## config.mk

```make
export PLATFORM = sky130hd
export DESIGN_NAME = mm_stream_ctrl_flat
export DESIGN_NICKNAME = d
export VERILOG_FILES = /design/src/rtl/mm_stream_ctrl_if.sv /design/src/rtl/mm_stream_ctrl.sv /design/src/flat_wrapper.sv
export SDC_FILE = /design/constraint.sdc
export NUM_CORES = 1
export LEC_CHECK = 0
export CAP_MARGIN = 10
export CORE_MARGIN = 5
export CORE_UTILIZATION = 44
export CTS_CLUSTER_DIAMETER = 150
export DETAILED_ROUTE_END_ITERATION = 12
export GPL_TIMING_DRIVEN = 0
export PLACE_DENSITY_LB_ADDON = 0.2
export SETUP_SLACK_MARGIN = 0.02
export SLEW_MARGIN = 30
export SYNTH_ARGS = -nofsm -noshare
export SYNTH_HDL_FRONTEND = slang
export SYNTH_SLANG_ARGS = --single-unit
```

## constraint.sdc

```tcl
create_clock -name clk -period 2.05 [get_ports clk]
set_clock_uncertainty 0.1 [all_clocks]
set_input_delay 0.41 -clock clk [delete_from_list [all_inputs] [get_ports clk]]
set_output_delay 0.41 -clock clk [all_outputs]
set_load 0.01 [all_outputs]
```

## src/rtl/mm_stream_ctrl_if.sv

```systemverilog
// Stream, RAM-port and engine-handshake bundle of the matrix-multiply frame sequencer.
// master = the sequencer, slave = stream endpoints, RAMs and engine around it.
interface mm_stream_ctrl_if #(
   parameter int width          = 8,
   parameter int A_depth_bits   = 9,
   parameter int B_depth_bits   = 9,
   parameter int RES_depth_bits = 9
);
   logic [width-1:0]          s_data;
   logic                      s_valid;
   logic                      s_ready;
   logic                      s_last;
   logic [width-1:0]          m_data;
   logic                      m_valid;
   logic                      m_ready;
   logic                      m_last;
   logic                      A_write_en;
   logic [A_depth_bits-1:0]   A_write_address;
   logic [width-1:0]          A_write_data_in;
   logic                      B_write_en;
   logic [B_depth_bits-1:0]   B_write_address;
   logic [width-1:0]          B_write_data_in;
   logic                      RES_read_en;
   logic [RES_depth_bits-1:0] RES_read_address;
   logic [width-1:0]          RES_read_data_out;
   logic                      mm_start;
   logic                      mm_done;
   logic                      busy;
   logic                      frame_err;

   modport master (
      input  s_data, s_valid, s_last, m_ready, RES_read_data_out, mm_done,
      output s_ready, m_data, m_valid, m_last,
             A_write_en, A_write_address, A_write_data_in,
             B_write_en, B_write_address, B_write_data_in,
             RES_read_en, RES_read_address, mm_start, busy, frame_err
   );

   modport slave (
      output s_data, s_valid, s_last, m_ready, RES_read_data_out, mm_done,
      input  s_ready, m_data, m_valid, m_last,
             A_write_en, A_write_address, A_write_data_in,
             B_write_en, B_write_address, B_write_data_in,
             RES_read_en, RES_read_address, mm_start, busy, frame_err
   );
endinterface

```

## src/rtl/mm_stream_ctrl.sv

```systemverilog
// Frame sequencer: loads A then B from one input stream, runs the matrix-multiply
// engine with a Start/Done handshake, then streams the result RAM out row-major.
module mm_stream_ctrl #(
   parameter int width          = 8,
   parameter int A_depth_bits   = 9,
   parameter int B_depth_bits   = 9,
   parameter int RES_depth_bits = 9,
   parameter int M              = 64,
   parameter int N              = 8,
   parameter int P              = 4
) (
   input  logic             clk,
   input  logic             reset,
   mm_stream_ctrl_if.master bus
);
   localparam int A_BEATS   = M * N;
   localparam int B_BEATS   = N * P;
   localparam int RES_WORDS = M * P;
   localparam int CNT_MAX   = (A_BEATS > B_BEATS) ? A_BEATS - 1 : B_BEATS - 1;
   localparam int CNT_W     = (CNT_MAX > 0) ? $clog2(CNT_MAX + 1) : 1;
   localparam int R_W       = (RES_WORDS > 1) ? $clog2(RES_WORDS) : 1;
   localparam logic [CNT_W-1:0] A_LAST = CNT_W'(A_BEATS - 1);
   localparam logic [CNT_W-1:0] B_LAST = CNT_W'(B_BEATS - 1);
   localparam logic [R_W-1:0]   R_LAST = R_W'(RES_WORDS - 1);

   typedef enum logic [2:0] {IDLE, LOAD_A, LOAD_B, COMPUTE, FETCH, OUTPUT} state_t;

   state_t                    r_state;
   logic [CNT_W-1:0]          r_cnt;
   logic [R_W-1:0]            r_idx;
   logic                      r_s_ready;
   logic [width-1:0]          r_m_data;
   logic                      r_m_valid;
   logic                      r_m_last;
   logic                      r_a_we;
   logic [A_depth_bits-1:0]   r_a_addr;
   logic [width-1:0]          r_a_data;
   logic                      r_b_we;
   logic [B_depth_bits-1:0]   r_b_addr;
   logic [width-1:0]          r_b_data;
   logic                      r_res_re;
   logic [RES_depth_bits-1:0] r_res_addr;
   logic                      r_mm_start;
   logic                      r_busy;
   logic                      r_frame_err;

   logic w_s_fire;
   assign w_s_fire = r_s_ready & bus.s_valid;

   always_ff @(posedge clk) begin
      if (reset) begin
         r_state     <= IDLE;
         r_cnt       <= '0;
         r_idx       <= '0;
         r_s_ready   <= 1'b0;
         r_m_data    <= '0;
         r_m_valid   <= 1'b0;
         r_m_last    <= 1'b0;
         r_a_we      <= 1'b0;
         r_a_addr    <= '0;
         r_a_data    <= '0;
         r_b_we      <= 1'b0;
         r_b_addr    <= '0;
         r_b_data    <= '0;
         r_res_re    <= 1'b0;
         r_res_addr  <= '0;
         r_mm_start  <= 1'b0;
         r_busy      <= 1'b0;
         r_frame_err <= 1'b0;
      end else begin
         r_a_we   <= 1'b0;
         r_b_we   <= 1'b0;
         r_res_re <= 1'b0;
         case (r_state)
            IDLE: begin
               r_s_ready <= 1'b1;
               if (w_s_fire) begin
                  r_a_we      <= 1'b1;
                  r_a_addr    <= '0;
                  r_a_data    <= bus.s_data;
                  r_frame_err <= bus.s_last;
                  r_busy      <= 1'b1;
                  r_cnt       <= CNT_W'(1);
                  r_state     <= LOAD_A;
               end
            end
            LOAD_A: begin
               if (w_s_fire) begin
                  r_a_we   <= 1'b1;
                  r_a_addr <= A_depth_bits'(r_cnt);
                  r_a_data <= bus.s_data;
                  if (bus.s_last) r_frame_err <= 1'b1;
                  if (r_cnt == A_LAST) begin
                     r_cnt   <= '0;
                     r_state <= LOAD_B;
                  end else begin
                     r_cnt <= r_cnt + CNT_W'(1);
                  end
               end
            end
            LOAD_B: begin
               if (w_s_fire) begin
                  r_b_we   <= 1'b1;
                  r_b_addr <= B_depth_bits'(r_cnt);
                  r_b_data <= bus.s_data;
                  if (r_cnt == B_LAST) begin
                     if (!bus.s_last) r_frame_err <= 1'b1;
                     r_s_ready <= 1'b0;
                     r_state   <= COMPUTE;
                  end else begin
                     if (bus.s_last) r_frame_err <= 1'b1;
                     r_cnt <= r_cnt + CNT_W'(1);
                  end
               end
            end
            COMPUTE: begin
               // Start waits one cycle after entry so the final B write has landed.
               if (!r_mm_start) begin
                  r_mm_start <= 1'b1;
               end else if (bus.mm_done) begin
                  r_mm_start <= 1'b0;
                  r_idx      <= '0;
                  r_res_re   <= 1'b1;
                  r_res_addr <= '0;
                  r_state    <= FETCH;
               end
            end
            FETCH: begin
               r_state <= OUTPUT;
            end
            OUTPUT: begin
               // First OUTPUT cycle captures the RAM word; afterwards the word is held for the handshake.
               if (!r_m_valid) begin
                  r_m_data  <= bus.RES_read_data_out;
                  r_m_valid <= 1'b1;
                  r_m_last  <= (r_idx == R_LAST);
               end else if (bus.m_ready) begin
                  r_m_valid <= 1'b0;
                  r_m_last  <= 1'b0;
                  if (r_idx == R_LAST) begin
                     r_busy    <= 1'b0;
                     r_s_ready <= 1'b1;
                     r_state   <= IDLE;
                  end else begin
                     r_idx      <= r_idx + R_W'(1);
                     r_res_re   <= 1'b1;
                     r_res_addr <= RES_depth_bits'(r_idx + R_W'(1));
                     r_state    <= FETCH;
                  end
               end
            end
            default: r_state <= IDLE;
         endcase
      end
   end

   assign bus.s_ready          = r_s_ready;
   assign bus.m_data           = r_m_data;
   assign bus.m_valid          = r_m_valid;
   assign bus.m_last           = r_m_last;
   assign bus.A_write_en       = r_a_we;
   assign bus.A_write_address  = r_a_addr;
   assign bus.A_write_data_in  = r_a_data;
   assign bus.B_write_en       = r_b_we;
   assign bus.B_write_address  = r_b_addr;
   assign bus.B_write_data_in  = r_b_data;
   assign bus.RES_read_en      = r_res_re;
   assign bus.RES_read_address = r_res_addr;
   assign bus.mm_start         = r_mm_start;
   assign bus.busy             = r_busy;
   assign bus.frame_err        = r_frame_err;
endmodule

```

## src/flat_wrapper.sv

```systemverilog
// flat-port wrapper written by rule: the top's interface ports become plain ports
module mm_stream_ctrl_flat 
#(
   parameter int width          = 8,
   parameter int A_depth_bits   = 9,
   parameter int B_depth_bits   = 9,
   parameter int RES_depth_bits = 9,
   parameter int M              = 64,
   parameter int N              = 8,
   parameter int P              = 4
)
  (clk, reset, bus_s_data, bus_s_valid, bus_s_last, bus_m_ready, bus_RES_read_data_out, bus_mm_done, bus_s_ready, bus_m_data, bus_m_valid, bus_m_last, bus_A_write_en, bus_A_write_address, bus_A_write_data_in, bus_B_write_en, bus_B_write_address, bus_B_write_data_in, bus_RES_read_en, bus_RES_read_address, bus_mm_start, bus_busy, bus_frame_err);
  mm_stream_ctrl_if #(.width(width), .A_depth_bits(A_depth_bits), .B_depth_bits(B_depth_bits), .RES_depth_bits(RES_depth_bits)) bus_i ();
  input  logic clk;
  input  logic reset;
  input wire logic [$bits(bus_i.s_data)-1:0] bus_s_data;
  input wire logic [$bits(bus_i.s_valid)-1:0] bus_s_valid;
  input wire logic [$bits(bus_i.s_last)-1:0] bus_s_last;
  input wire logic [$bits(bus_i.m_ready)-1:0] bus_m_ready;
  input wire logic [$bits(bus_i.RES_read_data_out)-1:0] bus_RES_read_data_out;
  input wire logic [$bits(bus_i.mm_done)-1:0] bus_mm_done;
  output wire logic [$bits(bus_i.s_ready)-1:0] bus_s_ready;
  output wire logic [$bits(bus_i.m_data)-1:0] bus_m_data;
  output wire logic [$bits(bus_i.m_valid)-1:0] bus_m_valid;
  output wire logic [$bits(bus_i.m_last)-1:0] bus_m_last;
  output wire logic [$bits(bus_i.A_write_en)-1:0] bus_A_write_en;
  output wire logic [$bits(bus_i.A_write_address)-1:0] bus_A_write_address;
  output wire logic [$bits(bus_i.A_write_data_in)-1:0] bus_A_write_data_in;
  output wire logic [$bits(bus_i.B_write_en)-1:0] bus_B_write_en;
  output wire logic [$bits(bus_i.B_write_address)-1:0] bus_B_write_address;
  output wire logic [$bits(bus_i.B_write_data_in)-1:0] bus_B_write_data_in;
  output wire logic [$bits(bus_i.RES_read_en)-1:0] bus_RES_read_en;
  output wire logic [$bits(bus_i.RES_read_address)-1:0] bus_RES_read_address;
  output wire logic [$bits(bus_i.mm_start)-1:0] bus_mm_start;
  output wire logic [$bits(bus_i.busy)-1:0] bus_busy;
  output wire logic [$bits(bus_i.frame_err)-1:0] bus_frame_err;
  assign bus_i.s_data = bus_s_data;
  assign bus_i.s_valid = bus_s_valid;
  assign bus_i.s_last = bus_s_last;
  assign bus_i.m_ready = bus_m_ready;
  assign bus_i.RES_read_data_out = bus_RES_read_data_out;
  assign bus_i.mm_done = bus_mm_done;
  assign bus_s_ready = bus_i.s_ready;
  assign bus_m_data = bus_i.m_data;
  assign bus_m_valid = bus_i.m_valid;
  assign bus_m_last = bus_i.m_last;
  assign bus_A_write_en = bus_i.A_write_en;
  assign bus_A_write_address = bus_i.A_write_address;
  assign bus_A_write_data_in = bus_i.A_write_data_in;
  assign bus_B_write_en = bus_i.B_write_en;
  assign bus_B_write_address = bus_i.B_write_address;
  assign bus_B_write_data_in = bus_i.B_write_data_in;
  assign bus_RES_read_en = bus_i.RES_read_en;
  assign bus_RES_read_address = bus_i.RES_read_address;
  assign bus_mm_start = bus_i.mm_start;
  assign bus_busy = bus_i.busy;
  assign bus_frame_err = bus_i.frame_err;
  mm_stream_ctrl #(.width(width), .A_depth_bits(A_depth_bits), .B_depth_bits(B_depth_bits), .RES_depth_bits(RES_depth_bits), .M(M), .N(N), .P(P)) u_core (.clk(clk), .reset(reset), .bus(bus_i));
endmodule
```

Word-level counts from Yosys, hierarchy flattened
Cells that the tools add are included.
Widths: inputs -> output; s select.
{"block": "op_classes", "addsub": 3, "n_mul": 0, "div_mod_pow": 0, "n_lt_le_gt_ge": 0, "n_eq_ne": 22, "n_shift": 0, "muxes": 63, "bitwise": 4, "reduce_logical": 20}
{"op": "$mux 9", "count": 12}
{"op": "$mux 8", "count": 5}
{"op": "$pmux 9 s2", "count": 2}
{"op": "$mux 3", "count": 10}
{"op": "$mux 1", "count": 27}
{"op": "$pmux 9 s3", "count": 1}
{"op": "$pmux 3 s6", "count": 1}
{"op": "$ne 2x1->1 const B", "count": 8}
{"op": "$pmux 8 s2", "count": 1}
{"op": "$reduce_and 5->1", "count": 3}
{"op": "$reduce_and 6->1", "count": 2}
{"op": "$ne 2x2->1 const B", "count": 5}
{"op": "$add 8x1->9 const B", "count": 1}
{"op": "$add 9x1->9 const B", "count": 1}
{"op": "$eq 9x5->1 const B", "count": 1}
{"op": "$eq 9x9->1 const B", "count": 1}
{"op": "$reduce_and 9->1", "count": 1}
{"op": "$add 8x1->8 const B", "count": 1}
{"op": "$eq 8x8->1 const B", "count": 1}
{"op": "$reduce_and 2->1", "count": 4}
{"op": "$eq 3x2->1 const B", "count": 2}
{"op": "$eq 3x3->1 const B", "count": 2}
{"op": "$pmux 1 s3", "count": 2}
{"op": "$reduce_bool 2->1", "count": 3}
{"op": "9 further kinds", "count": 15}
{"block": "word_totals", "regBits": 80, "latch_bits": 0, "ram_bits": 0, "mem_bits_ro": 0, "in_bits": 22, "out_inout_bits": 60, "elab_cells": 130, "mem_count": 0}

Longest topological paths before layout
Gate-level depths: netlist of the first run.
{"block": "logic_depth", "ltp_word": 5, "ltp_mapped": 9, "mapped_depth_nobuf": 8}

Worst setup path before layout of the first run
Ideal clock, no wire load.
{"block": "synth_timing", "path_kind": "reg-to-reg", "from": "register u_core.r_cnt[0]", "to": "register u_core.r_cnt[7]", "setup_ns": 0.072, "arrival_time_ns": 2.033, "required_ns": 1.878, "setup_slack_ns": -0.154, "path_stages_with_launch": 10, "path_buffers": 1, "synth_period_minus_slack_ns": 2.204, "cell_sequence": "dfxtp_1 > ha_1 > nand4_1 > nor2_1 > ha_1 > or4b_1 > a21oi_1 > buf_2 > nand2b_1 > mux2i_1"}
{"block": "synth_via", "elab_chain_cells": 4, "elab_cells_between_ends": 10, "classes_between": "add/sub (1); eq/ne (3); mux (5); reduce/logical (1)"}
{"element": "from (decl)", "line": "mm_stream_ctrl.sv:29", "source": "logic [CNT_W-1:0] r_cnt;"}
{"element": "from (signal assigned)", "line": "mm_stream_ctrl.sv:97", "source": "r_cnt <= r_cnt + CNT_W'(1);"}
{"element": "from (signal assigned)", "line": "mm_stream_ctrl.sv:112", "source": "r_cnt <= r_cnt + CNT_W'(1);"}
{"element": "$add 9x1->9 / $eq 9x9->1 (equally long branches)", "line": "mm_stream_ctrl.sv:97, mm_stream_ctrl.sv:112, mm_stream_ctrl.sv:93"}
{"element": "$mux 9 (on tied branches)", "line": "mm_stream_ctrl.sv:106, mm_stream_ctrl.sv:93"}
{"element": "$mux 9 (on tied branches)", "line": "mm_stream_ctrl.sv:102, mm_stream_ctrl.sv:88"}
{"element": "$pmux 9 s3", "line": "mm_stream_ctrl.sv:74", "source": "case (r_state)"}
Several ways; a longest one is shown, not always the timed one. The select of a mux whose other input is x is not followed.
A chain may end at the register's enable or synchronous reset.

Final worst setup path of the first run
{"block": "layout_timing", "from": "register u_core.r_cnt[1]", "to": "register u_core.r_cnt[1]"}
Same word-level chain as after synthesis.

==> flow_summary_export.csv, run 1 <==
group,metric,value,unit
sta,slew_violations,0,
synth,synth_area,3170,um^2
routing,wl_per_cell,15.7,um
synth,synth-seq-cells,72,
routing,wl,9200,um
synth,yosys-top-cells-count,"85 x nand2_1, 72 x dfxtp_1, 50 x a21oi_1",
floorplan,die_area,9000,um^2
synth,synth_nets,411,
sta,fin_setup_tns,-226,ps
synth,synth_top_area_frac,0.455,
setup_path,required,2220,ps
setup_path,worstPathArrival,2280,ps
routing,wl_met1,3960,um
setup_path,crit_family,"simple AND/OR/NAND/NOR gates",
synth,yosysMostFrequentCell,"nand2_1",
cells_and_area,postLayoutCellArea,4500,um^2
grt,grt_usage,0.214,
setup_path,path_max_fanout,5,
setup_path,crit_buf_inv,1,
grt,grt_antenna_before_repair,0,
routing,wl_met2,4450,um
synth,yosysSeqAreaShare,0.455,
routing,detail_route.vias_per_cell,5.36,
sta,finalSetupViolations,6,
run_status,violations,"setup timing",
floorplan,initial_core_util,0.444,
synth,synth.distinct_cells,53,
sta,fin_ws,-59.6,ps
sta,fin_crit_sh,1.03,
synth,yosys_warnings,0,
clocking,clk_pin_slew_worst_paths,80,ps
sta,period_minus_slack,2110,ps
routing,met3_length,702,um
floorplan,die_h,94.9,um
setup_path,slowest_stage,"or4b_4",
floorplan,coreArea,7140,um^2
pwr,power.total,3.93,mW
routing,dr.pass1.iters,5,
run_status,status,"finished with violations",
synth,synth-async-reset-ratio,0,
pwr,powerDensity,874,nW/um^2
synth,netlist_instances,386,
grt,grt-ovfl-total,0,
cells_and_area,fin_nets,507,
routing,top_layer,"met4",
floorplan,io_pins,82,
grt,grt_max_degree,15,
clocking,cts_num_sinks,72,
synth,synth_area_leaders,"dfxtp_1 45%, nand2_1 10%, a21oi_1 7.9%, mux2i_1 3.2%, nor2_1 2.7%",
clocking,cts.path.max_buffers,2,
routing,vias,3141,
place,pre_cts_ws,-383,ps
synth,yosys.area.top_type,"dfxtp_1",
place,place_congestion,0.890,
clocking,ctsHoldBuffers,0,
sta,tightest_slew,543,ps
synth,ys.flop_type,"dfxtp_1",
place,port_buffers,81,
cells_and_area,area.growth.synth_to_final,41.8,%
setup_path,end_kind,"flop",
cells_and_area,n_fill_cell,627,
sta,hold_viol,0,
place,place_area,4130,um^2
setup_path,rr_worst_depth,9,
sta,slew_headroom,0.635,
clocking,cts_htree_levels,3,
place,hpwl,6420,um
floorplan,num_rows,31,
routing,drcViolationCount,0,
min_path,hp-class,"reg2reg",
setup_path,max_stage_delay,500,ps
synth,synth_enable_flop_cells,0,
grt,grt_pass1_vias,3084,
clocking,numCtsBuffers,9,
pwr,cellLeakagePower,1.58,nW
min_path,hold_depth,2,
cells_and_area,finalNonFillerCells,586,
sta,fmax,474,MHz
sta,rsz0062_at_grt,"yes",
pwr,vdd_drop_max,542,uV
floorplan,fp.dieW,94.9,um
place,place_inst,566,
clocking,insertion_delay,350,ps
cells_and_area,n_antenna_cell,0,
setup_path,path_depth,9,
synth,avgSynthCellArea,8.21,um^2
routing,drt_iter0_drc,190,
setup_path,worstSetupPathType,"reg2reg",
clocking,root_buffer,"clkbuf_8",
cells_and_area,drive_gt1_frac,0.131,
routing,postRouteAntennaNets,0,
setup_path,path_cells,"ha_4 -> nand4_1 -> nor2_1 -> ha_2 -> or4b_4 -> a21oi_4 -> buf_6 -> nand2_2 -> mux2i_1",
job,drv_cap,0,
sta,whs,332,ps
grt,grt_pass1_wl,15200,um
clocking,cts_tree,"built",
cells_and_area,final_core_util,0.630,
setup_path,worstSetupStartpointType,"flop",
==> state kept, by name, indices dropped and copies added, names as in the netlist, 2 cells and up <==
| name | count |
|---|---|
| u_core.bus.m_data | 8 |
| u_core.bus.A_write_address | 9 |
| u_core.r_idx | 7 |
| u_core.r_cnt | 9 |
| u_core.bus.B_write_data_in | 8 |
| u_core.r_state | 3 |
| u_core.bus.RES_read_address | 2 |
| u_core.bus.A_write_data_in | 8 |
| u_core.bus.B_write_address | 9 |
==> cells by family (layout without fill, tap and decap cells) <==
| group | Yosys count | after routing | share of synthesized area |
|---|---|---|---|
| multiplexers | 10 | 10 | 0.0316 |
| buffers and inverters | 34 | 135 | 0.0505 |
| AO/OA/AOI/OAI | 95 | 95 | 0.183 |
| AND/OR/NAND/NOR | 170 | 170 | 0.263 |
| adder cells (fa/ha/maj) | 3 | 3 | 0.0118 |
| XOR/XNOR | 2 | 2 | 0.00553 |
| flip-flops | 72 | 72 | 0.455 |
==> routing by layer <==
metal,global-route usage,up-vias
met5,0,-
met4,0.0613,0
met3,0.0709,8
met2,0.341,115
met1,0.276,1475
li1,-,1543
==> cell usage in the layout, fill, tap and decap left out, types with 4 or more instances in the layout <==
master,Yosys,routed
a31oi_1,7,7
o21ai_0,5,5
and2_1,5,4
clkdlybuf4s50_1,0,81
nand2b_1,10,10
clkbuf_8,0,9
a21oi_1,50,49
clkbuf_1,10,5
nand3_1,8,8
buf_2,7,5
mux2i_1,10,10
clkbuf_2,1,4
nor2b_1,4,4
nor2_1,23,22
buf_1,4,4
inv_1,7,7
nand2_1,85,82
a22oi_1,11,10
buf_4,4,10
dfxtp_1,72,68
nand4_1,8,8
==> worst min-delay path, delay by kind of cell, from the launching register on <==
kind                   cells  cell delay (ps)
and+or+nand+nor            1               40
DFF                        1              310
buffers and inverters      1               50
==> power breakdown <==
group	internal, mW	switching, mW
Combinational	0.438	0.550
Sequential	1.47	0.0565
Clock	0.825	0.583
Total	2.74	1.19
==> layout make-up <==
| class | count | area [um^2] | area share |
|---|---|---|---|
| Buffer | 24 | 131 | 0.0292 |
| Clock buffer | 9 | 124 | 0.0276 |
| Clock inverter | 7 | 128 | 0.0284 |
| Inverter | 7 | 26.3 | 0.00584 |
| Multi-Input combinational cell | 280 | 1640 | 0.366 |
| Sequential cell | 72 | 1450 | 0.323 |
| Tap cell | 99 | 124 | 0.0276 |
| Timing Repair Buffer | 88 | 867 | 0.193 |
==> final timing paths <==
kind	startpoint	end	slack, ps
max reg2reg	u_core.r_cnt[1]	u_core.r_cnt[1]	-60
min reg2reg	u_core.bus.RES_read_address[8]	u_core.bus.RES_read_address[8]	330
min	u_core.bus.RES_read_address[8]	u_core.bus.RES_read_address[8]	330
max	u_core.r_cnt[1]	u_core.r_cnt[1]	-60
==> what timing repair did <==
action                     in CTS  in global routing
setup endpoints to repair      16                 46
buffers inserted                4                  2
pin swaps                       1                  5
gates resized for setup        11                 15
cloned                          1                  0
Note: power is estimated with default switching activity, not from simulation.
==> run 2, diff against run 1 <==
CAP_MARGIN = not set   (was 10)
CORE_MARGIN = 3   (was 5)
SETUP_SLACK_MARGIN = not set   (was 0.02)
==> run 2 against run 1 <==
Effect of this change: the run still ends with setup timing left; clock power shrank 9%; non-clock buffer count decreased by 1; global-route usage down 0.40 points; register-to-register slack improved by 40 ps; combinational power is essentially flat; total power fell by 3.4%.
==> flow_summary_export.csv, run 2 (synthesized netlist as in run 1, its figures left out) <==
group,metric,value,unit
run_status,status,"finished with violations",
run_status,violations,"setup timing",
min_path,hold_depth,2,
clocking,cts.path.max_buffers,2,
floorplan,coreArea,6910,um^2
clocking,insertion_delay,350,ps
sta,fin_ws,-22.3,ps
setup_path,crit_family,"simple AND/OR/NAND/NOR gates",
sta,period_minus_slack,2070,ps
setup_path,max_stage_delay,490,ps
sta,whs,334,ps
routing,detail_route.vias_per_cell,5.41,
setup_path,required,2220,ps
clocking,clk_pin_slew_worst_paths,80,ps
sta,finalSetupViolations,1,
setup_path,worstSetupPathType,"reg2reg",
routing,wl,8710,um
floorplan,io_pins,82,
grt,grt_max_degree,14,
floorplan,fp.dieW,90.9,um
pwr,cellLeakagePower,1.56,nW
min_path,hp-class,"reg2reg",
grt,grt-ovfl-total,0,
routing,dr.pass1.iters,5,
routing,drcViolationCount,0,
setup_path,path_cells,"ha_4 -> nand4_1 -> nor2_1 -> ha_2 -> or4b_4 -> a21oi_4 -> buf_6 -> nand2_1 -> mux2i_1",
clocking,numCtsBuffers,9,
setup_path,path_max_fanout,5,
place,place_congestion,0.895,
sta,slew_headroom,0.644,
cells_and_area,n_antenna_cell,0,
floorplan,die_area,8260,um^2
cells_and_area,finalNonFillerCells,582,
setup_path,worstPathArrival,2250,ps
floorplan,num_rows,30,
pwr,power.total,3.79,mW
grt,grt_pass1_vias,2898,
place,hpwl,6100,um
setup_path,crit_buf_inv,1,
sta,hold_viol,0,
setup_path,rr_worst_depth,9,
cells_and_area,final_common_cell,"nand2_1",
sta,fin_setup_tns,-22.3,ps
grt,grt_usage,0.210,
setup_path,worstSetupStartpointType,"flop",
clocking,cts_htree_levels,3,
grt,grt_pass1_wl,14200,um
sta,tightest_slew,534,ps
pwr,powerDensity,851,nW/um^2
place,port_buffers,81,
sta,rsz0062_at_grt,"yes",
place,place_inst,563,
routing,vias,3149,
routing,wl_per_cell,15.0,um
routing,drt_iter0_drc,178,
setup_path,path_depth,9,
floorplan,initial_core_util,0.459,
cells_and_area,drive_gt1_frac,0.134,
pwr,vdd_drop_max,562,uV
floorplan,die_h,90.9,um
setup_path,end_kind,"flop",
clocking,cts_tree,"built",
cells_and_area,fin_nets,506,
setup_path,slowest_stage,"or4b_4",
sta,fin_crit_sh,1.01,
sta,slew_violations,0,
clocking,cts_num_sinks,72,
clocking,root_buffer,"clkbuf_8",
cells_and_area,final_core_util,0.646,
sta,fmax,483,MHz
job,drv_cap,0,
grt,grt_antenna_before_repair,0,
cells_and_area,n_fill_cell,608,
cells_and_area,area.growth.synth_to_final,40.7,%
cells_and_area,layout_common_cells,"83 x nand2_1, 81 x clkdlybuf4s50_1, 67 x dfxtp_1, 49 x a21oi_1, 22 x nor2_1",
routing,postRouteAntennaNets,0,
## run 2: per-stage QoR
stage / setup WS (ps) / cell area, um^2
6_report: -22.3 / 4460
5_1_grt: -120 / 4460
4_1_cts: -25.7 / 4380
3_5_place_dp: -324 / 4120
3_3_place_gp: -334 / 4120
2_1_floorplan: 2.93 / 3190
## run 2: metal layers
metal  routed length (um)  up-vias  track usage
met2                 3950      109        0.321
met4                  147        0       0.0791
met1                 3840     1493        0.272
li1                     -     1534            -
met5                    0        -            0
met3                  775       13       0.0750
## run 2: final timing paths
kind                                          to  slack, ps                            from
setup / recovery                 u_core.r_cnt[1]        -20                 u_core.r_cnt[1]
hold / removal    u_core.bus.RES_read_address[8]        330  u_core.bus.RES_read_address[8]
setup reg to reg                 u_core.r_cnt[1]        -20                 u_core.r_cnt[1]
hold reg to reg   u_core.bus.RES_read_address[8]        330  u_core.bus.RES_read_address[8]
## run 2: report_power, final
part | internal (mW) | leakage (nW) | switching, mW
combinational | 0.445 | 0.865 | 0.540
clock | 0.723 | 0.113 | 0.554
sequential | 1.47 | 0.585 | 0.0566
total | 2.64 | 1.56 | 1.15
## run 2: final cells by class
| cell class | instances | area (um^2) | area share |
|---|---|---|---|
| plain buffers | 23 | 128 | 0.0286 |
| repair buffers | 88 | 867 | 0.194 |
| flip-flops and latches | 72 | 1450 | 0.326 |
| clock inverters | 6 | 90.1 | 0.0202 |
| inverters | 7 | 26.3 | 0.00589 |
| clock buffers | 10 | 138 | 0.0309 |
| well taps | 96 | 120 | 0.0269 |
| multi-input cells | 280 | 1640 | 0.367 |
## run 2: worst reg2reg max path, delay by kind of cell, from the launching register on
kind	cells	cell delay (ps)
flops	1	370
buf+inv	1	160
mux	1	120
compound gates	1	180
fa+ha+maj	2	350
simple gates	4	720
## run 2: repair_timing
item                                   CTS  global route
hold buffers                             0             0
pin swaps                                2             4
gates resized for setup                  7            21
setup buffers                            2             4
endpoints found under the hold margin    0             0
cloned                                   0             1
setup endpoints to repair               14            41
==> run 3, diff against run 2 <==
GPL_TIMING_DRIVEN = not set   (was 0)
PLACE_DENSITY = 0.81   (was not set)
PLACE_DENSITY_LB_ADDON = not set   (was 0.2)
==> run 3 against run 2 <==
Effect of this change: the run still ends with setup timing left; non-clock buffer count up 1; clock power barely moved; combinational power is essentially flat; wire length is 0.23% higher; critical path depth is the same; via count fell by 0.89%; die area unchanged; global-route usage fell by 0.28 points; cell count up 0.17%; sequential cell count is the same; sequential power hardly changed; critical endpoint is now u_core.r_cnt[5]; largest power group unchanged.
==> flow_summary_export.csv, run 3 (synthesized netlist as in run 1, its figures left out) <==
group,metric,value,unit
run_status,status,"finished with violations",
run_status,violations,"setup timing",
sta,fmax,475,MHz
floorplan,coreArea,6910,um^2
setup_path,r2r_start,"u_core.r_cnt[1]",
grt,grt_pass1_wl,14000,um
sta,finalSetupViolations,3,
sta,rsz0062_at_grt,"yes",
floorplan,fp.dieW,90.9,um
cells_and_area,n_fill_cell,591,
sta,tightest_slew,543,ps
routing,vias,3121,
place,place_congestion,0.964,
grt,grt-ovfl-total,0,
clocking,cts_tree,"built",
routing,wl,8730,um
grt,met3_usage,0.0492,
routing,wl_per_cell,15.0,um
routing,drt_iter0_drc,296,
routing,drcViolationCount,0,
clocking,cts_num_sinks,72,
sta,slew_headroom,0.634,
grt,grt_pass1_vias,2955,
pwr,power.total,3.82,mW
min_path,hp-class,"reg2reg",
cells_and_area,drive_gt1_frac,0.142,
clocking,numCtsBuffers,9,
cells_and_area,fin_nets,507,
setup_path,path_max_fanout,6,
floorplan,io_pins,82,
grt,grt_antenna_before_repair,0,
pwr,cellLeakagePower,1.60,nW
grt,busiest_layer,"met2",
place,hpwl,6090,um
sta,fin_ws,-53.1,ps
cells_and_area,n_antenna_cell,0,
clocking,ctsHoldBuffers,0,
setup_path,required,2220,ps
grt,grt_usage,0.207,
clocking,clk_pin_slew_worst_paths,80,ps
setup_path,worstSetupPathType,"reg2reg",
sta,hold_viol,0,
routing,postRouteAntennaNets,0,
clocking,insertion_delay,350,ps
sta,period_minus_slack,2100,ps
sta,slew_violations,0,
grt,grt_max_degree,27,
setup_path,worstPathArrival,2270,ps
place,pre_cts_ws,-144,ps
floorplan,die_area,8260,um^2
floorplan,die_h,90.9,um
pwr,vdd_drop_max,424,uV
floorplan,initial_core_util,0.459,
setup_path,worstSetupStartpointType,"flop",
job,drv_cap,0,
setup_path,end_kind,"flop",
clocking,root_buffer,"clkbuf_8",
cells_and_area,multi_input_area,1640,um^2
clocking,cts_htree_levels,3,
routing,dr.pass1.iters,4,
cells_and_area,final_core_util,0.656,
grt,globalRouteMet1Util,0.263,
pwr,powerDensity,843,nW/um^2
cells_and_area,seqCellArea,1450,um^2
min_path,min-delay-start,"u_core.bus.RES_read_address[8]",
routing,detail_route.vias_per_cell,5.35,
place,port_buffers,81,
clocking,cts.path.max_buffers,2,
sta,fin_crit_sh,1.03,
grt,use_met2,0.333,
cells_and_area,area.growth.synth_to_final,42.9,%
setup_path,crit_start,"u_core.r_cnt[1]",
cells_and_area,layout_common_cells,"85 x nand2_1, 80 x clkdlybuf4s50_1, 69 x dfxtp_1, 49 x a21oi_1, 28 x buf_4",
cells_and_area,final_common_cell,"nand2_1",
floorplan,num_rows,30,
[run 3: cell count changes in the layout (fill, tap and decap cells not counted), moves of 3 or more]
cell	before	now
buf_4	10	28
clkbuf_1	4	1
buf_6	3	0
buf_1	4	0
clkbuf_2	4	0
buf_2	5	1
[run 3: power breakdown]
group | internal [mW] | switching (mW)
Combinational | 0.484 | 0.519
Clock | 0.692 | 0.559
Sequential | 1.48 | 0.0862
Total | 2.65 | 1.16
[run 3: per-layer routing]
| metal | wire (um) | vias to the layer above |
|---|---|---|
| met4 | 227 | 0 |
| met3 | 536 | 16 |
| met2 | 4190 | 100 |
| met5 | 0 | - |
| met1 | 3780 | 1472 |
| li1 | - | 1533 |
[run 3: worst paths after layout]
check | to | slack, ps | cells past startpoint
worst max-delay path | u_core.r_cnt[5] | -50 | 9
worst min-delay path | u_core.bus.RES_read_address[8] | 330 | 2
worst max register to register | u_core.r_cnt[5] | -50 | 9
worst min register to register | u_core.bus.RES_read_address[8] | 330 | 2
[run 3: layout make-up]
type	count	share of cell area
clock buffer	10	0.0282
clock inverter	6	0.0204
inverter	7	0.00580
multi-input combinational	280	0.361
sequential	72	0.319
tap	96	0.0265
timing repair buffer	112	0.239
[run 3: worst max-delay path, stage by stage, from the launching register on]
cell and delay [ps]:
dfxtp_2 340, ha_4 150, nand4_1 100, nor2_1 60, ha_2 170, or4b_4 490, a21oi_4 220, clkbuf_16 190
nand2_1 60, mux2i_1 140
[run 3: repair_timing]
action,4_1_cts,5_1_grt
resized for setup,1,10
cloned,0,1
endpoints found under the setup margin,7,18
pin swaps,1,3
buffers inserted,1,0
[run 3: stage by stage]
stage / hold WS [ps] / instance area [um^2] / cells / TNS, ps
after floorplan: 353 / 3190 / 386 / 0
after global placement: 313 / 4210 / 565 / -391
after detailed placement: 317 / 4210 / 565 / -1100
after CTS: 329 / 4460 / 582 / -1.62
after global routing: 342 / 4530 / 583 / -503
final: 333 / 4530 / 583 / -68.8
